$ cat src/rtl/micro_sequencer_if.sv
// Sequencer bus between microcode ROM control fields and the micro-PC.
//   master: drives stall, op, addr_ctl, call_target; observes upc and status
//   slave : the sequencer; consumes controls, drives upc, illegal_op,
//           stack_err, stack_depth
interface micro_sequencer_if #(
    parameter int unsigned UADDR_W     = 4,
    parameter int unsigned STACK_DEPTH = 2
);
    localparam int unsigned DEPTH_W = $clog2(STACK_DEPTH + 1);

    logic               stall;
    logic [6:0]         op;
    logic [2:0]         addr_ctl;
    logic [UADDR_W-1:0] call_target;
    logic [UADDR_W-1:0] upc;
    logic               illegal_op;
    logic               stack_err;
    logic [DEPTH_W-1:0] stack_depth;

    modport master (
        output stall, op, addr_ctl, call_target,
        input  upc, illegal_op, stack_err, stack_depth
    );

    modport slave (
        input  stall, op, addr_ctl, call_target,
        output upc, illegal_op, stack_err, stack_depth
    );
endinterface

$ cat src/rtl/micro_sequencer.sv
// Registered next-micro-address sequencer for the multicycle RISC-V control
// unit: micro-PC with stall, opcode dispatch, call/return stack and trapping.
//   clk    : rising-edge clock
//   reset  : asynchronous active-high reset
//   bus    : slave side of micro_sequencer_if
//            in : stall, op[6:0], addr_ctl[2:0], call_target
//            out: upc (ROM address), illegal_op (1-cycle pulse),
//                 stack_err (sticky), stack_depth
module micro_sequencer #(
    parameter int unsigned UADDR_W     = 4,
    parameter int unsigned STACK_DEPTH = 2,
    parameter int unsigned FETCH_ADDR  = 0,
    parameter int unsigned MEMADR_ADDR = 2,
    parameter int unsigned LW_ADDR     = 3,
    parameter int unsigned SW_ADDR     = 5,
    parameter int unsigned RTYPE_ADDR  = 6,
    parameter int unsigned ALUWB_ADDR  = 7,
    parameter int unsigned ITYPE_ADDR  = 8,
    parameter int unsigned JAL_ADDR    = 9,
    parameter int unsigned BTYPE_ADDR  = 10,
    parameter int unsigned TRAP_ADDR   = 15
) (
    input  logic               clk,
    input  logic               reset,
    micro_sequencer_if.slave   bus
);
    localparam int unsigned DEPTH_W = $clog2(STACK_DEPTH + 1);
    localparam int unsigned SP_W    = (STACK_DEPTH > 1) ? $clog2(STACK_DEPTH) : 1;
    localparam int unsigned SLOTS   = 1 << SP_W;

    localparam logic [6:0] OP_LW = 7'b0000011;
    localparam logic [6:0] OP_SW = 7'b0100011;
    localparam logic [6:0] OP_R  = 7'b0110011;
    localparam logic [6:0] OP_I  = 7'b0010011;
    localparam logic [6:0] OP_J  = 7'b1101111;
    localparam logic [6:0] OP_B  = 7'b1100011;

    typedef enum logic [2:0] {
        CTL_SEQ   = 3'b000,
        CTL_DISP1 = 3'b001,
        CTL_DISP2 = 3'b010,
        CTL_FETCH = 3'b011,
        CTL_ALUWB = 3'b100,
        CTL_CALL  = 3'b101,
        CTL_RET   = 3'b110,
        CTL_HOLD  = 3'b111
    } addr_ctl_e;

    addr_ctl_e          ctl;
    logic [UADDR_W-1:0] upc_q, upc_n, upc_inc, tos;
    logic [DEPTH_W-1:0] depth_q, depth_n;
    logic               ill_q, ill_n;
    logic               err_q, err_n;
    logic               push;
    logic               full, empty;
    logic [UADDR_W-1:0] stack_mem [SLOTS];

    assign ctl     = addr_ctl_e'(bus.addr_ctl);
    assign upc_inc = upc_q + UADDR_W'(1);
    assign full    = (depth_q == DEPTH_W'(STACK_DEPTH));
    assign empty   = (depth_q == '0);
    // Top of stack; index is meaningless when empty, but RET then traps.
    assign tos     = stack_mem[SP_W'(depth_q - DEPTH_W'(1))];

    // Next-address select, stack bookkeeping and fault flags.
    always_comb begin
        upc_n   = upc_q;
        depth_n = depth_q;
        ill_n   = 1'b0;
        err_n   = err_q;
        push    = 1'b0;
        if (!bus.stall) begin
            unique case (ctl)
                CTL_SEQ:   upc_n = upc_inc;
                CTL_DISP1: begin
                    case (bus.op)
                        OP_R:        upc_n = UADDR_W'(RTYPE_ADDR);
                        OP_I:        upc_n = UADDR_W'(ITYPE_ADDR);
                        OP_J:        upc_n = UADDR_W'(JAL_ADDR);
                        OP_B:        upc_n = UADDR_W'(BTYPE_ADDR);
                        OP_LW, OP_SW: upc_n = UADDR_W'(MEMADR_ADDR);
                        default: begin
                            upc_n = UADDR_W'(TRAP_ADDR);
                            ill_n = 1'b1;
                        end
                    endcase
                end
                CTL_DISP2: begin
                    case (bus.op)
                        OP_LW:   upc_n = UADDR_W'(LW_ADDR);
                        OP_SW:   upc_n = UADDR_W'(SW_ADDR);
                        default: begin
                            upc_n = UADDR_W'(TRAP_ADDR);
                            ill_n = 1'b1;
                        end
                    endcase
                end
                CTL_FETCH: upc_n = UADDR_W'(FETCH_ADDR);
                CTL_ALUWB: upc_n = UADDR_W'(ALUWB_ADDR);
                CTL_CALL: begin
                    if (full) begin
                        upc_n = UADDR_W'(TRAP_ADDR);
                        err_n = 1'b1;
                    end else begin
                        push    = 1'b1;
                        depth_n = depth_q + DEPTH_W'(1);
                        upc_n   = bus.call_target;
                    end
                end
                CTL_RET: begin
                    if (empty) begin
                        upc_n = UADDR_W'(TRAP_ADDR);
                        err_n = 1'b1;
                    end else begin
                        depth_n = depth_q - DEPTH_W'(1);
                        upc_n   = tos;
                    end
                end
                CTL_HOLD:  upc_n = upc_q;
                default:   upc_n = upc_q;
            endcase
        end
    end

    // Control/status registers; stall is already folded into the *_n values.
    always_ff @(posedge clk or posedge reset) begin
        if (reset) begin
            upc_q   <= UADDR_W'(FETCH_ADDR);
            depth_q <= '0;
            ill_q   <= 1'b0;
            err_q   <= 1'b0;
        end else begin
            upc_q   <= upc_n;
            depth_q <= depth_n;
            ill_q   <= ill_n;
            err_q   <= err_n;
        end
    end

    // Return-address storage; contents are don't-care after reset.
    always_ff @(posedge clk) begin
        if (push) begin
            stack_mem[SP_W'(depth_q)] <= upc_inc;
        end
    end

    assign bus.upc         = upc_q;
    assign bus.illegal_op  = ill_q;
    assign bus.stack_err   = err_q;
    assign bus.stack_depth = depth_q;
endmodule

$ cat src/flat_wrapper.sv
// flat-port wrapper written by rule: the top's interface ports become plain ports
module micro_sequencer_flat 
#(
    parameter int unsigned UADDR_W     = 4,
    parameter int unsigned STACK_DEPTH = 2,
    parameter int unsigned FETCH_ADDR  = 0,
    parameter int unsigned MEMADR_ADDR = 2,
    parameter int unsigned LW_ADDR     = 3,
    parameter int unsigned SW_ADDR     = 5,
    parameter int unsigned RTYPE_ADDR  = 6,
    parameter int unsigned ALUWB_ADDR  = 7,
    parameter int unsigned ITYPE_ADDR  = 8,
    parameter int unsigned JAL_ADDR    = 9,
    parameter int unsigned BTYPE_ADDR  = 10,
    parameter int unsigned TRAP_ADDR   = 15
)
  (clk, reset, bus_stall, bus_op, bus_addr_ctl, bus_call_target, bus_upc, bus_illegal_op, bus_stack_err, bus_stack_depth);
  micro_sequencer_if #(.UADDR_W(UADDR_W), .STACK_DEPTH(STACK_DEPTH)) bus_i ();
  input  logic clk;
  input  logic reset;
  input wire logic [$bits(bus_i.stall)-1:0] bus_stall;
  input wire logic [$bits(bus_i.op)-1:0] bus_op;
  input wire logic [$bits(bus_i.addr_ctl)-1:0] bus_addr_ctl;
  input wire logic [$bits(bus_i.call_target)-1:0] bus_call_target;
  output wire logic [$bits(bus_i.upc)-1:0] bus_upc;
  output wire logic [$bits(bus_i.illegal_op)-1:0] bus_illegal_op;
  output wire logic [$bits(bus_i.stack_err)-1:0] bus_stack_err;
  output wire logic [$bits(bus_i.stack_depth)-1:0] bus_stack_depth;
  assign bus_i.stall = bus_stall;
  assign bus_i.op = bus_op;
  assign bus_i.addr_ctl = bus_addr_ctl;
  assign bus_i.call_target = bus_call_target;
  assign bus_upc = bus_i.upc;
  assign bus_illegal_op = bus_i.illegal_op;
  assign bus_stack_err = bus_i.stack_err;
  assign bus_stack_depth = bus_i.stack_depth;
  micro_sequencer #(.UADDR_W(UADDR_W), .STACK_DEPTH(STACK_DEPTH), .FETCH_ADDR(FETCH_ADDR), .MEMADR_ADDR(MEMADR_ADDR), .LW_ADDR(LW_ADDR), .SW_ADDR(SW_ADDR), .RTYPE_ADDR(RTYPE_ADDR), .ALUWB_ADDR(ALUWB_ADDR), .ITYPE_ADDR(ITYPE_ADDR), .JAL_ADDR(JAL_ADDR), .BTYPE_ADDR(BTYPE_ADDR), .TRAP_ADDR(TRAP_ADDR)) u_core (.clk(clk), .reset(reset), .bus(bus_i));
endmodule
$ cat config.mk
export PLATFORM = sky130hd
export DESIGN_NAME = micro_sequencer_flat
export DESIGN_NICKNAME = d
export VERILOG_FILES = /design/src/rtl/micro_sequencer_if.sv /design/src/rtl/micro_sequencer.sv /design/src/flat_wrapper.sv
export SDC_FILE = /design/constraint.sdc
export NUM_CORES = 1
export LEC_CHECK = 0
export CORE_AREA = 5 5 55 57
export CTS_CLUSTER_DIAMETER = 60
export DETAILED_ROUTE_END_ITERATION = 8
export DIE_AREA = 0 0 60 62
export PLACE_DENSITY = 0.73
export SYNTH_ARGS = -nofsm -noshare
export SYNTH_HDL_FRONTEND = slang
export SYNTH_SLANG_ARGS = --single-unit
$ cat constraint.sdc
create_clock -name clk -period 1.7 [get_ports clk]
set_input_delay 0.425 -clock clk [delete_from_list [all_inputs] [get_ports clk]]
set_output_delay 0.425 -clock clk [all_outputs]
set_load 0.02 [all_outputs]
==> results of run 1 <==
==> area by class of cell <==
| type | instances | area [um2] | area share, % |
|---|---|---|---|
| multi-input cells | 81 | 563 | 38.2 |
| clock buffers | 3 | 22.5 | 1.53 |
| repair buffers | 43 | 379 | 25.7 |
| clock inverters | 1 | 3.75 | 0.255 |
| inverters | 7 | 26.3 | 1.78 |
| well taps | 30 | 37.5 | 2.55 |
| flip-flops and latches | 16 | 442 | 30.0 |
==> power groups by stage <==
stage | logic, mW | registers, mW | clock network [mW]
final | 0.656 | 0.540 | 0.203
after global routing | 0.719 | 0.551 | 0.226
after CTS | 0.666 | 0.541 | 0.205
after detailed placement | 0.694 | 0.552 | 0
after global placement | 0.687 | 0.547 | 0
after floorplan | 0.354 | 0.609 | 0
==> flip-flops by register name, indices dropped and copies added, names as in the netlist <==
name,flops
u_core.bus.illegal_op,1
u_core.bus.stack_depth,2
u_core.bus.stack_err,1
u_core.bus.upc,4
u_core.stack_mem,8
==> cell families (layout without fill, tap and decap cells) <==
| kind of cell | count (synthesis) | in the layout | share of synthesized area, % |
|---|---|---|---|
| AOI/OAI and AO/OA | 37 | 37 | 24.8 |
| xor gates and xnor gates | 3 | 3 | 2.51 |
| adders and majority gates | 3 | 3 | 3.59 |
| buffers and inverters | 11 | 54 | 5.02 |
| DFF | 16 | 16 | 42.1 |
| muxes | 5 | 5 | 5.02 |
| and+or+nand+nor | 33 | 33 | 17.0 |
==> through the flow <==
stage	utilization [%]	instances
2_1_floorplan	-	108
3_3_place_gp	59.6	177
3_5_place_dp	59.6	177
4_1_cts	60.3	181
5_1_grt	60.6	181
6_report	60.6	181
==> synth_stat cells, drive strengths merged, types with 2 or more instances <==
master	instances	area (um2)
a211oi	2	20.0
a21o	2	15.0
a21oi	5	28.8
a22o	2	17.5
a22oi	2	15.0
a31oi	3	18.8
buf	4	26.3
dfrtp	8	200
edfxtp	8	240
ha	3	37.5
inv	7	26.3
mux2	2	22.5
mux2i	3	30.0
nand2	6	22.5
nand2b	3	18.8
nand3	4	20.0
nor2	9	33.8
nor2b	3	18.8
nor3	2	10.0
o21a	2	15.0
o21ai	8	40.0
o22ai	4	25.0
xnor2	2	17.5
==> worst max path at each step <==
stage | endpoint | slack [ns] | cells past startpoint
after global routing | u_core.bus.upc[2] | -0.02 | 7
after global placement | u_core.bus.upc[2] | -0.30 | 6
after CTS | bus_stack_err | 0.03 | 1
after floorplan | u_core.bus.stack_depth[1] | 0.03 | 6
after detailed placement | u_core.bus.upc[2] | -0.37 | 6
final | u_core.bus.upc[2] | 0.07 | 6
==> per-layer routing <==
layer,GRT usage [%],part of all wire [%],vias to the layer above
li1,-,-,491
met1,19.4,42,467
met2,28.2,51,34
met3,1.45,4.3,9
met4,8.23,3.0,0
met5,0,0,-
==> worst max-delay path, stage by stage <==
cell	delay (ns)
clkdlybuf4s50_1	0.52
and4b_1	0.24
nand2b_1	0.14
a22o_1	0.20
o211a_1	0.14
a31oi_1	0.17
==> timing repair <==
action                     4_1_cts  5_1_grt
pin swaps                        0        1
gates resized for setup          7        3
setup endpoints to repair       15        5
==> metrics.txt, run 1 <==
reg-to-reg critical path startpoint=u_core.bus.stack_depth[0]; Via density=5.53; reg-to-reg slack, setup=0.15 ns; clock skew=0.0152 ns; setup violators final=0; hold buffers post-CTS=0; Avg Inst Size Synth=9.69 um2; Worst setup SP type=input pin; Max-Cap Viols=0; Hold Crit Class=in2async; DP Area=1450 um2; Final Power=1.40 mW; Clock power frac=14.5%; switching power=~0.51 mW; Final Wtd Congestion=~0.89; Worst Path Arrival=roughly 1.8 ns; RSZ-0062 raised after global routing=yes; H-tree depth=1; Chip Height=62 um; Main synth FF type=edfxtp_1; Placement Rows=18; Worst Path Required=1.91 ns; most frequent cells in the layout=buf_4, clkdlybuf4s50_1, edfxtp_1, dlygate4sd2_1, dfrtp_1; post-route ant nets=0; Slew Limit Fails=0; largest net degree at the start of global routing=15; Synth cell types=43; setup bufs post-CTS=0; Pleak=0.626 nW; DRT iter0 DRCs=15; mapped cell area=1050 um2; crit end category=flip-flop; RR Endpoint=u_core.bus.stack_depth[1]; Num CTS Buffers=3; Seq pwr share=roughly two fifths; hpwl dp=2220 um; diodes inserted=0; PnR worst setup slack=about 0.069 ns; cell count after synthesis=108; Max FO, Critical Path=5; Clock Path Buffers=2; number of fill cells in the layout=~220; dpl ws=-0.373 ns; Remaining DRCs=0; via count of the first global-routing pass=1,034; Net count, final=between 150 and 200; final wirelength=2640 um; Starting Density=43.0%; Power per Cell Area=948 nW/um2; P_int=approximately 0.89 mW; initial antenna violation count=0; Fin. Hold Viols=0; Root Driver=clkbuf_4; global-route wire length before repair=4460 um; TritonRoute pass-1 iters=4; CTS tree=done; total die area=3720 um2; global route overflow=0; total number of vias=1,001; die extent in x=60 um; R2R depth=5; core footprint=2430 um2; fin crit share=95.9%; status=finished clean; Comb pwr share=46.9%; Post-synth ARST share=50.0%; clk_lat worst skew=0.29 ns; slew margin rel.=75.1%; flops & latches, synth=16; Worst Setup SP=bus_op[5]; EDFF count, synth=8; clk slew on worst S/H paths=0.10 ns; Layout area overhead=40.9%; GRT Resource Usage Total=between 10% and 20%; layout cell share with drive strength beyond 1=21.9%; CP Class=in2reg; most common cell after layout, fill and taps aside=buf_4; switching share of power=36.4%; maximum vdd drop=about 0.68 mV; I/O pins=25; routed len/inst=14.6 um; Tmin final=about 1.6 ns; number of I/O port buffers=24; sequential area share after synthesis=approximately 42%; Final Cell Area=1470 um2; Setup TNS=0 ns; max frequency=between 600 and 700 MHz; Mapped Nets=128; minimum hold slack=0.375 ns; Syn. warnings=0; # clock sinks=16; Worst-Margin Slew=about 0.37 ns
(Power assumes the default switching activity.)
==> run 2: changes to the inputs <==
--- a/config.mk
+++ b/config.mk
@@ -5,11 +5,13 @@
 export SDC_FILE = /design/constraint.sdc
 export NUM_CORES = 1
 export LEC_CHECK = 0
-export CORE_AREA = 5 5 55 57
+export CELL_PAD_IN_SITES_DETAIL_PLACEMENT = 1
+export CELL_PAD_IN_SITES_GLOBAL_PLACEMENT = 1
+export CORE_AREA = 5 5 63 65
 export CTS_CLUSTER_DIAMETER = 60
 export DETAILED_ROUTE_END_ITERATION = 8
-export DIE_AREA = 0 0 60 62
-export PLACE_DENSITY = 0.73
+export DIE_AREA = 0 0 68 70
+export PLACE_DENSITY_LB_ADDON = 0.1
 export SYNTH_ARGS = -nofsm -noshare
 export SYNTH_HDL_FRONTEND = slang
 export SYNTH_SLANG_ARGS = --single-unit
==> run 2 against run 1 <==
  * Die area up 28%
  * Clock-buffer cell count unchanged
  * Design area up 5.9%
  * Fmax down 0.80%
  * Worst setup slack worse by 0.013 ns
  * Combinational power up 9.3%
  * Critical path depth down 5
  * Via count up 3.6%
  * Largest cell class unchanged
  * Sequential share of layout area down 1.7 points
  * Global-route usage down 1.9 points
==> metrics.txt, run 2 (synthesized netlist as in run 1, its figures left out) <==
Root Driver=clkbuf_4; Worst Setup SP=u_core.bus.illegal_op; Max-Cap Viols=0; hpwl dp=2610 um; grt met3 use=0.481%; Pleak=~0.66 nW; I/O pins=25; max FFs per register=8; switching share of power=a little under two fifths; switching power=0.564 mW; fin crit share=a little over nine tenths; most frequent cells in the layout=buf_4, clkdlybuf4s50_1, dlygate4sd2_1, edfxtp_1; Starting Density=31.8%; final wirelength=3170 um; reg-to-reg critical path startpoint=u_core.bus.stack_depth[0]; slew margin rel.=around 77%; clk_lat worst skew=0.28 ns; Remaining DRCs=0; Placement Rows=21; Via density=about 5.1; routed len/inst=between 15 and 20 um; slowest library cell on the worst path=clkdlybuf4s50_1; total number of vias=1,037; core footprint=between 3000 and 4000 um2; global-route wire length before repair=5150 um; Final Power=about 1.5 mW; H-tree depth=1; clk slew on worst S/H paths=0.10 ns; CTS tree=done; Worst Path Arrival=1.22 ns; number of fill cells in the layout=397; Critical Path, Cell by Cell=clkdlybuf4s50_1; Seq pwr share=37.9%; Clock power frac=13.8%; CP Class=reg2out; FF+latch area=442 um2; Max FO, Critical Path=1; GRT Resource Usage Total=approximately 14%; layout cell share with drive strength beyond 1=25.0%; status=finished clean; Post-Layout Cell Count=approximately 200; Worst Path Required=1.27 ns; max frequency=608 MHz; setup violators final=0; Biggest register=u_core.stack_mem; initial antenna violation count=0; GR Layer Usage met2=25.7%; Layout area overhead=49.2%; dpl cells=197; global route overflow=0; Num CTS Buffers=3; via count of the first global-routing pass=1,095; DRT iter0 DRCs=16; P_int=about 0.9 mW; Worst-Margin Slew=0.347 ns; largest net degree at the start of global routing=11; Comb pwr share=48.3%; crit end category=output pin; Final Wtd Congestion=0.833; Worst setup SP type=flip-flop; post-route ant nets=0; TritonRoute pass-1 iters=4; Hold Crit Class=in2async; maximum vdd drop=0.264 mV; Chip Height=70 um; slowest stage delay, CP=0.60 ns; clock skew=0.00522 ns; Net count, final=177; die extent in x=68 um; crit path buf inv count=1; Post-Route Utilization=around 48%; number of I/O port buffers=24; Fin. Hold Viols=0; GR Layer Usage met1=16.9%; Power per Cell Area=952 nW/um2; Tmin final=1.64 ns; Slew Limit Fails=0; hold buffers post-CTS=0; # clock sinks=16; total die area=about 4800 um2; diodes inserted=0; GRT busiest layer=met2; most common cell after layout, fill and taps aside=buf_4; area of the multi-input gates=between 500 and 600 um2; Clock Path Buffers=2; family with the most delay on the worst path=buffers and inverters
[run 2: cell count changes in the layout (fill, tap and decap cells not counted), moves of 2 or more]
| cell | before | now |
|---|---|---|
| buf_4 | 19 | 24 |
| nor2_2 | 3 | 0 |
| nor2_4 | 0 | 2 |
| nor2b_1 | 3 | 1 |
| nor2b_2 | 0 | 2 |
[run 2: cell type report]
class,instances,area share (%)
Clock buffer,3,1.44
Clock inverter,1,0.241
Inverter,7,1.68
Multi-Input combinational cell,81,38.0
Sequential cell,16,28.3
Tap cell,46,3.69
Timing Repair Buffer,48,26.6
[run 2: what timing repair did]
action                                  CTS  global route
endpoints found under the hold margin     0             0
gates resized for setup                   8             8
gates cloned                              0             0
buffers inserted                          1             0
pin swaps                                 3             0
endpoints found under the setup margin   18            13
[run 2: layer usage]
metal | part of all wire, % | vias up
met3 | 2.3 | 2
li1 | - | 502
met2 | 54 | 17
met4 | 1.1 | 0
met1 | 43 | 516
met5 | 0 | -
[run 2: worst paths after layout]
kind | endpoint | slack, ns | depth (start not counted)
worst max register to register | u_core.bus.upc[3] | 0.10 | 6
worst max-delay path | bus_illegal_op | 0.06 | 1
max in group asynchronous | u_core.bus.stack_depth[0] | 1.03 | 2
worst min-delay path | u_core.bus.upc[2] | 0.39 | 2
min in group clk | u_core.bus.stack_err | 0.48 | 1
worst min register to register | u_core.bus.stack_err | 0.48 | 1
[run 2: power groups by stage]
stage               clock network (mW)  registers (mW)  logic (mW)
finish                           0.206           0.563       0.717
global route                     0.224           0.574       0.778
CTS                              0.208           0.558       0.706
detailed placement                   0           0.567       0.732
global placement                     0           0.560       0.714
floorplan                            0           0.609       0.354
[run 2: metrics by stage]
step                      setup TNS, ns  instance area (um2)  hold slack, ns  setup slack, ns
after floorplan                       0                 1060           0.241           0.0304
after global placement            -4.02                 1500           0.438           -0.346
after detailed placement          -4.66                 1500           0.471           -0.354
after CTS                             0                 1520           0.415          0.00312
after global routing            -0.0307                 1560           0.444         -0.00779
final                                 0                 1560           0.394           0.0562
